$ cat src/rtl/fxp_var_shifter_pipe_pkg.sv
// Shared types and defaults for the pipelined signed fixed-point barrel shifter.
// Holds the shift-direction encoding and the control word that travels with each beat.
package fxp_var_shifter_pipe_pkg;

    localparam int FXP_WIDTH_DEF = 64;
    localparam int FXP_SHW_DEF   = 8;
    localparam int FXP_TAGW_DEF  = 4;

    typedef enum logic {
        SH_LEFT  = 1'b0,
        SH_RIGHT = 1'b1
    } shift_dir_e;

    // oor: |shift| >= WIDTH, handled by the bypass in the final stage.
    // xsign/xnz describe the original operand; ovf/guard accumulate across mux levels.
    typedef struct packed {
        shift_dir_e dir;
        logic       oor;
        logic       xsign;
        logic       xnz;
        logic       ovf;
        logic       guard;
    } shift_ctl_t;

endpackage

$ cat src/rtl/fxp_shift_stage.sv
// One barrel-shifter mux level: shifts by 2^K when enabled, in the direction carried in ctl.
// Left shifts accumulate overflow; right shifts record the most recent bit shifted out.
module fxp_shift_stage
    import fxp_var_shifter_pipe_pkg::*;
#(
    parameter int WIDTH = 64,
    parameter int K     = 0
) (
    input  logic             shift_en_i,
    input  logic [WIDTH-1:0] data_i,
    input  shift_ctl_t       ctl_i,
    output logic [WIDTH-1:0] data_o,
    output shift_ctl_t       ctl_o
);

    localparam int S = 1 << K;

    always_comb begin
        data_o = data_i;
        ctl_o  = ctl_i;
        if (shift_en_i) begin
            if (ctl_i.dir == SH_LEFT) begin
                data_o = data_i << S;
                // Bits leaving the word plus the new MSB must all be copies of the sign.
                if (data_i[WIDTH-1 -: S+1] != {(S+1){ctl_i.xsign}}) begin
                    ctl_o.ovf = 1'b1;
                end
            end else begin
                data_o      = $signed(data_i) >>> S;
                ctl_o.guard = data_i[S-1];
            end
        end
    end

endmodule

$ cat src/rtl/fxp_var_shifter_pipe.sv
// Pipelined signed barrel shifter: out = in * 2^shift with optional rounding and saturation.
// Valid/ready streaming; a register follows mux level k when PIPE_MASK[k] is set.
module fxp_var_shifter_pipe
    import fxp_var_shifter_pipe_pkg::*;
#(
    parameter int          WIDTH     = FXP_WIDTH_DEF,
    parameter int          SHW       = FXP_SHW_DEF,
    parameter int          TAGW      = FXP_TAGW_DEF,
    parameter logic [31:0] PIPE_MASK = 32'd0,
    parameter bit          RND_EN    = 1'b0,
    parameter bit          SAT_EN    = 1'b1
) (
    input  logic             clk,
    input  logic             rstn,
    input  logic             in_valid,
    output logic             in_ready,
    input  logic [WIDTH-1:0] in_data,
    input  logic [SHW-1:0]   in_shift,
    input  logic [TAGW-1:0]  in_tag,
    output logic             out_valid,
    input  logic             out_ready,
    output logic [WIDTH-1:0] out_data,
    output logic             out_ovf,
    output logic [TAGW-1:0]  out_tag
);

    localparam int LVL = $clog2(WIDTH);
    localparam logic [WIDTH-1:0] SMAX = {1'b0, {(WIDTH-1){1'b1}}};
    localparam logic [WIDTH-1:0] SMIN = {1'b1, {(WIDTH-1){1'b0}}};

    // Valid/ready: a beat moves across a boundary when valid & ready are both high on a clock
    // edge; a register loads whenever it is empty or its own beat leaves in the same cycle.
    logic             lv_valid [0:LVL];
    logic             lv_ready [0:LVL];
    logic [WIDTH-1:0] lv_data  [0:LVL];
    shift_ctl_t       lv_ctl   [0:LVL];
    logic [TAGW-1:0]  lv_tag   [0:LVL];
    logic [LVL-1:0]   lv_n     [0:LVL-1];

    // Magnitude at SHW+1 bits so that the most negative shift is represented exactly.
    logic [SHW:0] sh_ext;
    logic [SHW:0] n_full;

    always_comb begin
        sh_ext = {in_shift[SHW-1], in_shift};
        n_full = sh_ext[SHW] ? ((~sh_ext) + (SHW+1)'(1)) : sh_ext;
    end

    always_comb begin
        lv_ctl[0]       = '0;
        lv_ctl[0].dir   = in_shift[SHW-1] ? SH_RIGHT : SH_LEFT;
        lv_ctl[0].oor   = (32'(n_full) >= 32'(WIDTH));
        lv_ctl[0].xsign = in_data[WIDTH-1];
        lv_ctl[0].xnz   = |in_data;
    end

    assign lv_valid[0] = in_valid;
    assign lv_data[0]  = in_data;
    assign lv_tag[0]   = in_tag;
    assign lv_n[0]     = n_full[LVL-1:0];
    assign in_ready    = lv_ready[0];

    for (genvar k = 0; k < LVL; k++) begin : g_lvl
        logic [WIDTH-1:0] st_data;
        shift_ctl_t       st_ctl;

        fxp_shift_stage #(
            .WIDTH (WIDTH),
            .K     (k)
        ) u_stage (
            .shift_en_i (lv_n[k][k]),
            .data_i     (lv_data[k]),
            .ctl_i      (lv_ctl[k]),
            .data_o     (st_data),
            .ctl_o      (st_ctl)
        );

        if (PIPE_MASK[k]) begin : g_reg
            logic             vld_q;
            logic [WIDTH-1:0] data_q;
            shift_ctl_t       ctl_q;
            logic [TAGW-1:0]  tag_q;

            always_ff @(posedge clk or negedge rstn) begin
                if (!rstn) begin
                    vld_q  <= 1'b0;
                    data_q <= '0;
                    ctl_q  <= '0;
                    tag_q  <= '0;
                end else if (lv_ready[k]) begin
                    vld_q <= lv_valid[k];
                    if (lv_valid[k]) begin
                        data_q <= st_data;
                        ctl_q  <= st_ctl;
                        tag_q  <= lv_tag[k];
                    end
                end
            end

            assign lv_ready[k]   = ~vld_q | lv_ready[k+1];
            assign lv_valid[k+1] = vld_q;
            assign lv_data[k+1]  = data_q;
            assign lv_ctl[k+1]   = ctl_q;
            assign lv_tag[k+1]   = tag_q;
        end else begin : g_comb
            assign lv_ready[k]   = lv_ready[k+1];
            assign lv_valid[k+1] = lv_valid[k];
            assign lv_data[k+1]  = st_data;
            assign lv_ctl[k+1]   = st_ctl;
            assign lv_tag[k+1]   = lv_tag[k];
        end

        // Only later levels need the shift amount.
        if (k < LVL-1) begin : g_n
            if (PIPE_MASK[k]) begin : g_nreg
                logic [LVL-1:0] n_q;
                always_ff @(posedge clk or negedge rstn) begin
                    if (!rstn) begin
                        n_q <= '0;
                    end else if (lv_ready[k] && lv_valid[k]) begin
                        n_q <= lv_n[k];
                    end
                end
                assign lv_n[k+1] = n_q;
            end else begin : g_npass
                assign lv_n[k+1] = lv_n[k];
            end
        end
    end

    // Final stage: out-of-range bypass, rounding and saturation.
    shift_ctl_t       fin_ctl;
    logic [WIDTH-1:0] fin_raw;
    logic [WIDTH-1:0] out_data_d;
    logic             out_ovf_d;

    assign fin_ctl = lv_ctl[LVL];
    assign fin_raw = lv_data[LVL];

    always_comb begin
        out_data_d = fin_raw;
        out_ovf_d  = 1'b0;
        if (fin_ctl.oor) begin
            if (fin_ctl.dir == SH_LEFT) begin
                out_ovf_d  = fin_ctl.xnz;
                out_data_d = (fin_ctl.xnz && SAT_EN) ? (fin_ctl.xsign ? SMIN : SMAX) : '0;
            end else begin
                out_data_d = RND_EN ? '0 : {WIDTH{fin_ctl.xsign}};
            end
        end else if (fin_ctl.dir == SH_LEFT) begin
            out_ovf_d = fin_ctl.ovf;
            if (fin_ctl.ovf && SAT_EN) begin
                out_data_d = fin_ctl.xsign ? SMIN : SMAX;
            end
        end else if (RND_EN) begin
            out_data_d = fin_raw + WIDTH'(fin_ctl.guard);
        end
    end

    logic             out_valid_q;
    logic [WIDTH-1:0] out_data_q;
    logic             out_ovf_q;
    logic [TAGW-1:0]  out_tag_q;
    logic             out_load;

    assign out_load      = ~out_valid_q | out_ready;
    assign lv_ready[LVL] = out_load;

    always_ff @(posedge clk or negedge rstn) begin
        if (!rstn) begin
            out_valid_q <= 1'b0;
            out_data_q  <= '0;
            out_ovf_q   <= 1'b0;
            out_tag_q   <= '0;
        end else if (out_load) begin
            out_valid_q <= lv_valid[LVL];
            if (lv_valid[LVL]) begin
                out_data_q <= out_data_d;
                out_ovf_q  <= out_ovf_d;
                out_tag_q  <= lv_tag[LVL];
            end
        end
    end

    assign out_valid = out_valid_q;
    assign out_data  = out_data_q;
    assign out_ovf   = out_ovf_q;
    assign out_tag   = out_tag_q;

endmodule
$ cat config.mk
export PLATFORM = sky130hd
export DESIGN_NAME = fxp_var_shifter_pipe
export DESIGN_NICKNAME = d
export VERILOG_FILES = /design/src/rtl/fxp_var_shifter_pipe_pkg.sv /design/src/rtl/fxp_shift_stage.sv /design/src/rtl/fxp_var_shifter_pipe.sv
export SDC_FILE = /design/constraint.sdc
export NUM_CORES = 1
export LEC_CHECK = 0
export CORE_MARGIN = 2
export CORE_UTILIZATION = 58
export DETAILED_ROUTE_END_ITERATION = 10
export GPL_TIMING_DRIVEN = 0
export PLACE_DENSITY_LB_ADDON = 0.15
export SKIP_CTS_REPAIR_TIMING = 1
export SLEW_MARGIN = 5
export SYNTH_ARGS = -nofsm -noshare
export SYNTH_HDL_FRONTEND = slang
export SYNTH_HIERARCHICAL = 1
export SYNTH_SLANG_ARGS = --single-unit
$ cat constraint.sdc
create_clock -name clk -period 1.75 [get_ports clk]
set_clock_uncertainty 0.05 [all_clocks]
set_input_delay 0.35 -clock clk [delete_from_list [all_inputs] [get_ports clk]]
set_output_delay 0.35 -clock clk [all_outputs]
set_load 0.005 [all_outputs]
---- Word level (Yosys, flattened, before mapping) ----
Cells that the tools add are included.
storage, ports and cells
  flip-flop bits (word level) ............. 70
  input bits .............................. 80
  output and inout port bits .............. 71
  word-level logic and storage cells ...... 64
cells by class
  add/sub/neg operators ................... 1
  order comparisons ....................... 1
  equality and inequality tests ........... 6
  muxes and demuxes ....................... 47
  bitwise gates (word level) .............. 3
  reduce and logical (&&, ||, !) cells .... 2
operators with widths
  cell                                                  count
  2-to-1 mux 64 bit                                     18
  OR reduction 64 bit                                   1
  inequality test 33 bit                                1
  2-to-1 mux 1 bit                                      22
  inequality test 17 bit                                1
  2-to-1 mux 2 bit                                      6
  adder 9 x 1 -> 9 bit (second input constant)          1
  >= comparator 9 x 7 -> 1 bit (second input constant)  1
  2-to-1 mux 9 bit                                      1
  inequality test 9 bit                                 1
  inverter 9 bit                                        1
  inequality test 5 bit                                 1
  inequality test 3 bit                                 1
  AND reduction 2 bit                                   1
  inequality test 1 bit                                 1
  inverter 1 bit                                        1
  bitwise OR 1 bit                                      1

---- Depth between registers and ports, before layout ----
Gate-level depths: netlist of the first run.
  word-level depth ........................ 23
  gate-level depth with buffers ........... 27
  gate-level depth less buffers ........... 21

---- Modules after synthesis ----
Netlist of the first run, hierarchy kept.
modules (own cells, without submodules)
  module                               times used  cells an instance  area each (µm²)  seq. area each (µm²)
  fxp_var_shifter_pipe                 1           371                3580.9           1751.7
  fxp_shift_stage at g_lvl[0].u_stage  1           221                1433.9           0.0
  fxp_shift_stage at g_lvl[2].u_stage  1           225                1427.6           0.0
  fxp_shift_stage at g_lvl[1].u_stage  1           221                1396.3           0.0
  fxp_shift_stage at g_lvl[3].u_stage  1           228                1381.3           0.0
  fxp_shift_stage at g_lvl[4].u_stage  1           236                1260.0           0.0
  fxp_shift_stage at g_lvl[5].u_stage  1           254                1201.2           0.0

---- Worst setup path before layout of the first run ----
No wires, ideal clock.
  path type ............................... input port to flip-flop
  start point ............................. in in_shift[1]
  end point ............................... reg out_data_q[0] (netlist: out_data[0])
  setup time .............................. 121 ps
  data arrival time ....................... 4370 ps
  required time ........................... 1579 ps
  slack ................................... -2792 ps
  cell stages on the path ................. 27
  path buffers ............................ 6
  cells stage by stage .................... inv_1 > ha_1 > nand2_1 > o21ai_0 > buf_4 > clkbuf_1 > nor2_1 > a21oi_1 > mux2i_1 > a21oi_1 > mux2_2 > and2_1 > clkbuf_1 > buf_2 > a21oi_1 > a21oi_1 > nand4_1 > nor3_2 > a31oi_1 > nor4_1 > o21bai_1 > nand2b_4 > or2_1 > buf_6 > buf_6 > a21oi_1 > o22a_1
RTL lines
  element               RTL line                     source
  start, declared       fxp_var_shifter_pipe.sv:18   input logic [SHW-1:0] in_shift,
  end signal, assigned  fxp_var_shifter_pipe.sv:178  out_data_q <= out_data_d;
  end, declared         fxp_var_shifter_pipe.sv:161  logic [WIDTH-1:0] out_data_q;

==> results of run 1 <==
-- path summary, 6_finish.rpt --
path	startpoint	endpoint	slack [ns]	cells past startpoint
setup / recovery	in_data[53]	out_data[51]	-2.94	22
hold / removal	rstn	out_tag[1]	0.07	1
setup reg to reg	out_valid	out_data[50]	0.09	6
hold reg to reg	out_tag[2]	out_tag[2]	0.43	2
max in group asynchronous	rstn	out_data[33]	1.00	1
min in group clk	out_tag[2]	out_tag[2]	0.43	2
-- metal layers --
metal	global-route usage (%)	wire length (µm)	up-vias
li1	-	-	6625
met1	56.72	20180	7241
met4	10.39	3278	0
met3	10.69	8094	401
met2	53.98	21730	1573
met5	0	0	-
-- state kept, by name, indices dropped and copies added (netlist names) --
signal and count:
out_tag 4, out_valid 1, out_data 64, out_ovf 1
-- metrics by stage --
step                      power [W]  TNS [ns]  hold WS [ns]
final                       0.01361   -187.04       0.07227
after floorplan            0.006509   -143.73      0.004409
after global routing        0.01401   -196.62        0.1448
after detailed placement   0.008947   -270.11        0.4198
after CTS                   0.01118   -248.75       0.09485
after global placement     0.008831   -399.31        0.4070
-- area by class of cell --
cell class | count | area [µm²]
multi-input combinational | 1420 | 9990
clock buffer | 9 | 225.2
tap | 265 | 331.6
fill | 1124 | 2845
inverter | 68 | 270.3
clock inverter | 7 | 127.6
sequential | 70 | 1752
buffer | 187 | 1504
timing repair buffer | 250 | 2481
-- power by group through the flow --
stage	sequential [W]	combinational [W]	clock, W
floorplan	0.00213	0.00437	0
global placement	0.00212	0.00672	0
detailed placement	0.00213	0.00682	0
CTS	0.00211	0.00686	0.00221
global route	0.00215	0.00956	0.00230
finish	0.00211	0.00930	0.00220
==> impl_metrics.csv, run 1 <==
group,metric,value,unit
outcome,status,"finished with violations",
outcome,violations,"setup timing",
pwr,cellPowerDensity,815.6,nW/µm²
finish,fin_util,85.43,%
pwr,combPwrFrac,68.3,%
grt,overflow,0,
worst_hold_path,hp-class,"in2async",
finish,area_delta_synth_final,43.79,%
floorplanning,num_rows,51,
worst_setup_path,critical-path-top-delay-family,"compound AO/OA/AOI/OAI gates",
grt,antenna_found_initial,0,
sta,post-route-period-util,268.1,%
yosys,syn_area_per_cell,6.644,µm²
placed_design,io_buffers,150,
grt,grt_max_degree,71,
placed_design,preCtsSetupSlack,-4.224,ns
detailed_routing,dr.pass1.iters,9,
pwr,swShare,47.84,%
sta,max_freq,213.2,MHz
placed_design,postPlaceCellArea,13750,µm²
yosys,syn_nets,1827,
clocking,cts_tree,"done",
finish,final_common_cell,"nor2_1",
finish,antenna_cells,0,
sta,drv_slew,0,
finish,design_area,16680,µm²
detailed_routing,post_drt_via_cell_ratio,6.960,
sta,rsz0062_at_grt,"yes",
worst_setup_path,max_stage_delay,0.60,ns
worst_setup_path,critPathKind,"in2reg",
clocking,clock-sinks,70,
finish,layoutNonFillerInstCount,2276,
finish,mostFrequentLayoutCells,"nor2_1, mux2i_1, a21oi_2, a21oi_1, nand2_1",
clocking,worstSkewPairLatency,0.33,ns
floorplanning,io_pins,151,
pwr,clockPowerShare,16.1,%
pwr,peakVddDrop,0.0006630,V
worst_setup_path,crit_buf_inv,3,
worst_setup_path,startpoint_type,"primary input",
yosys,synth-warning-count,6,
detailed_routing,final_antenna_net_count,0,
finish,drive_gt1_share,30.53,%
sta,maxSlewHeadroom,37.09,%
floorplanning,die-width,145.4,µm
placed_design,gp_congestion,1.041,
detailed_routing,vias,15840,
worst_setup_path,crit_chain,"clkdlybuf4s50_1 -> mux2i_1 -> a21oi_2 -> mux2i_1 -> a21oi_2 -> mux2i_1 -> a21oi_2 -> mux2i_1 -> a21oi_2 -> a21oi_2 -> a21oi_4 -> nand4_1 -> nor3_2 -> a31oi_1 -> nor4_2 -> o21bai_4 -> nand2b_4 -> or2_4 -> buf_12 -> clkbuf_16 -> a21oi_1 -> o22a_1",
yosys,synthCells,1746,
pwr,power.internal,0.007096,W
clocking,clkTransAtPathRegs,0.06,ns
grt,grt_usage,38.24,%
placed_design,dp.cells,2161,
placed_design,hpwlAfterDp,34.25,mm
sta,layout_setup_ws,-2.941,ns
clocking,cts_htree_levels,3,
floorplanning,fp.dieH,145.4,µm
pwr,p_sw,0.006509,W
finish,fin_nets,2087,
sta,worstMarginPinSlew,0.9338,ns
worst_setup_path,critical_path_required,1.93,ns
grt,grt_pass1_vias,12154,
pwr,seq_power_share,15.5,%
pwr,p_leak,7.371,nW
grt,grt_pass1_wl,65.64,mm
worst_setup_path,crit_path_frequent_cell,"a21oi_2",
floorplanning,start_util,59.41,%
floorplanning,die-area,21150,µm²
detailed_routing,wirelength,53.28,mm
detailed_routing,wl_per_cell,23.41,µm
sta,finalHoldViolations,0,
clocking,cts-root-buf,"clkbuf_16",
worst_setup_path,slowest_stage,"clkdlybuf4s50_1",
floorplanning,core-area,19530,µm²
worst_setup_path,endpoint_kind,"register",
detailed_routing,initialDrtViolationCount,2771,
detailed_routing,drc,0,
job,maxCapViolations,0,
clocking,cts_buffer_depth,2,
worst_setup_path,crit_arrival,4.87,ns
worst_setup_path,crit_fanout,6,
sta,period_needed,4.691,ns
yosys,syn-cell-area,11600,µm²
sta,finalSetupViolations,65,
clocking,numCtsBuffers,9,
Note: power is estimated with default switching activity, not from simulation.
==> run 2, diff against run 1 <==
CTS_CLUSTER_SIZE = 30   (was unset)
==> results of run 2 <==
The final DEF is identical to that of run 1; final timing and power are the same.
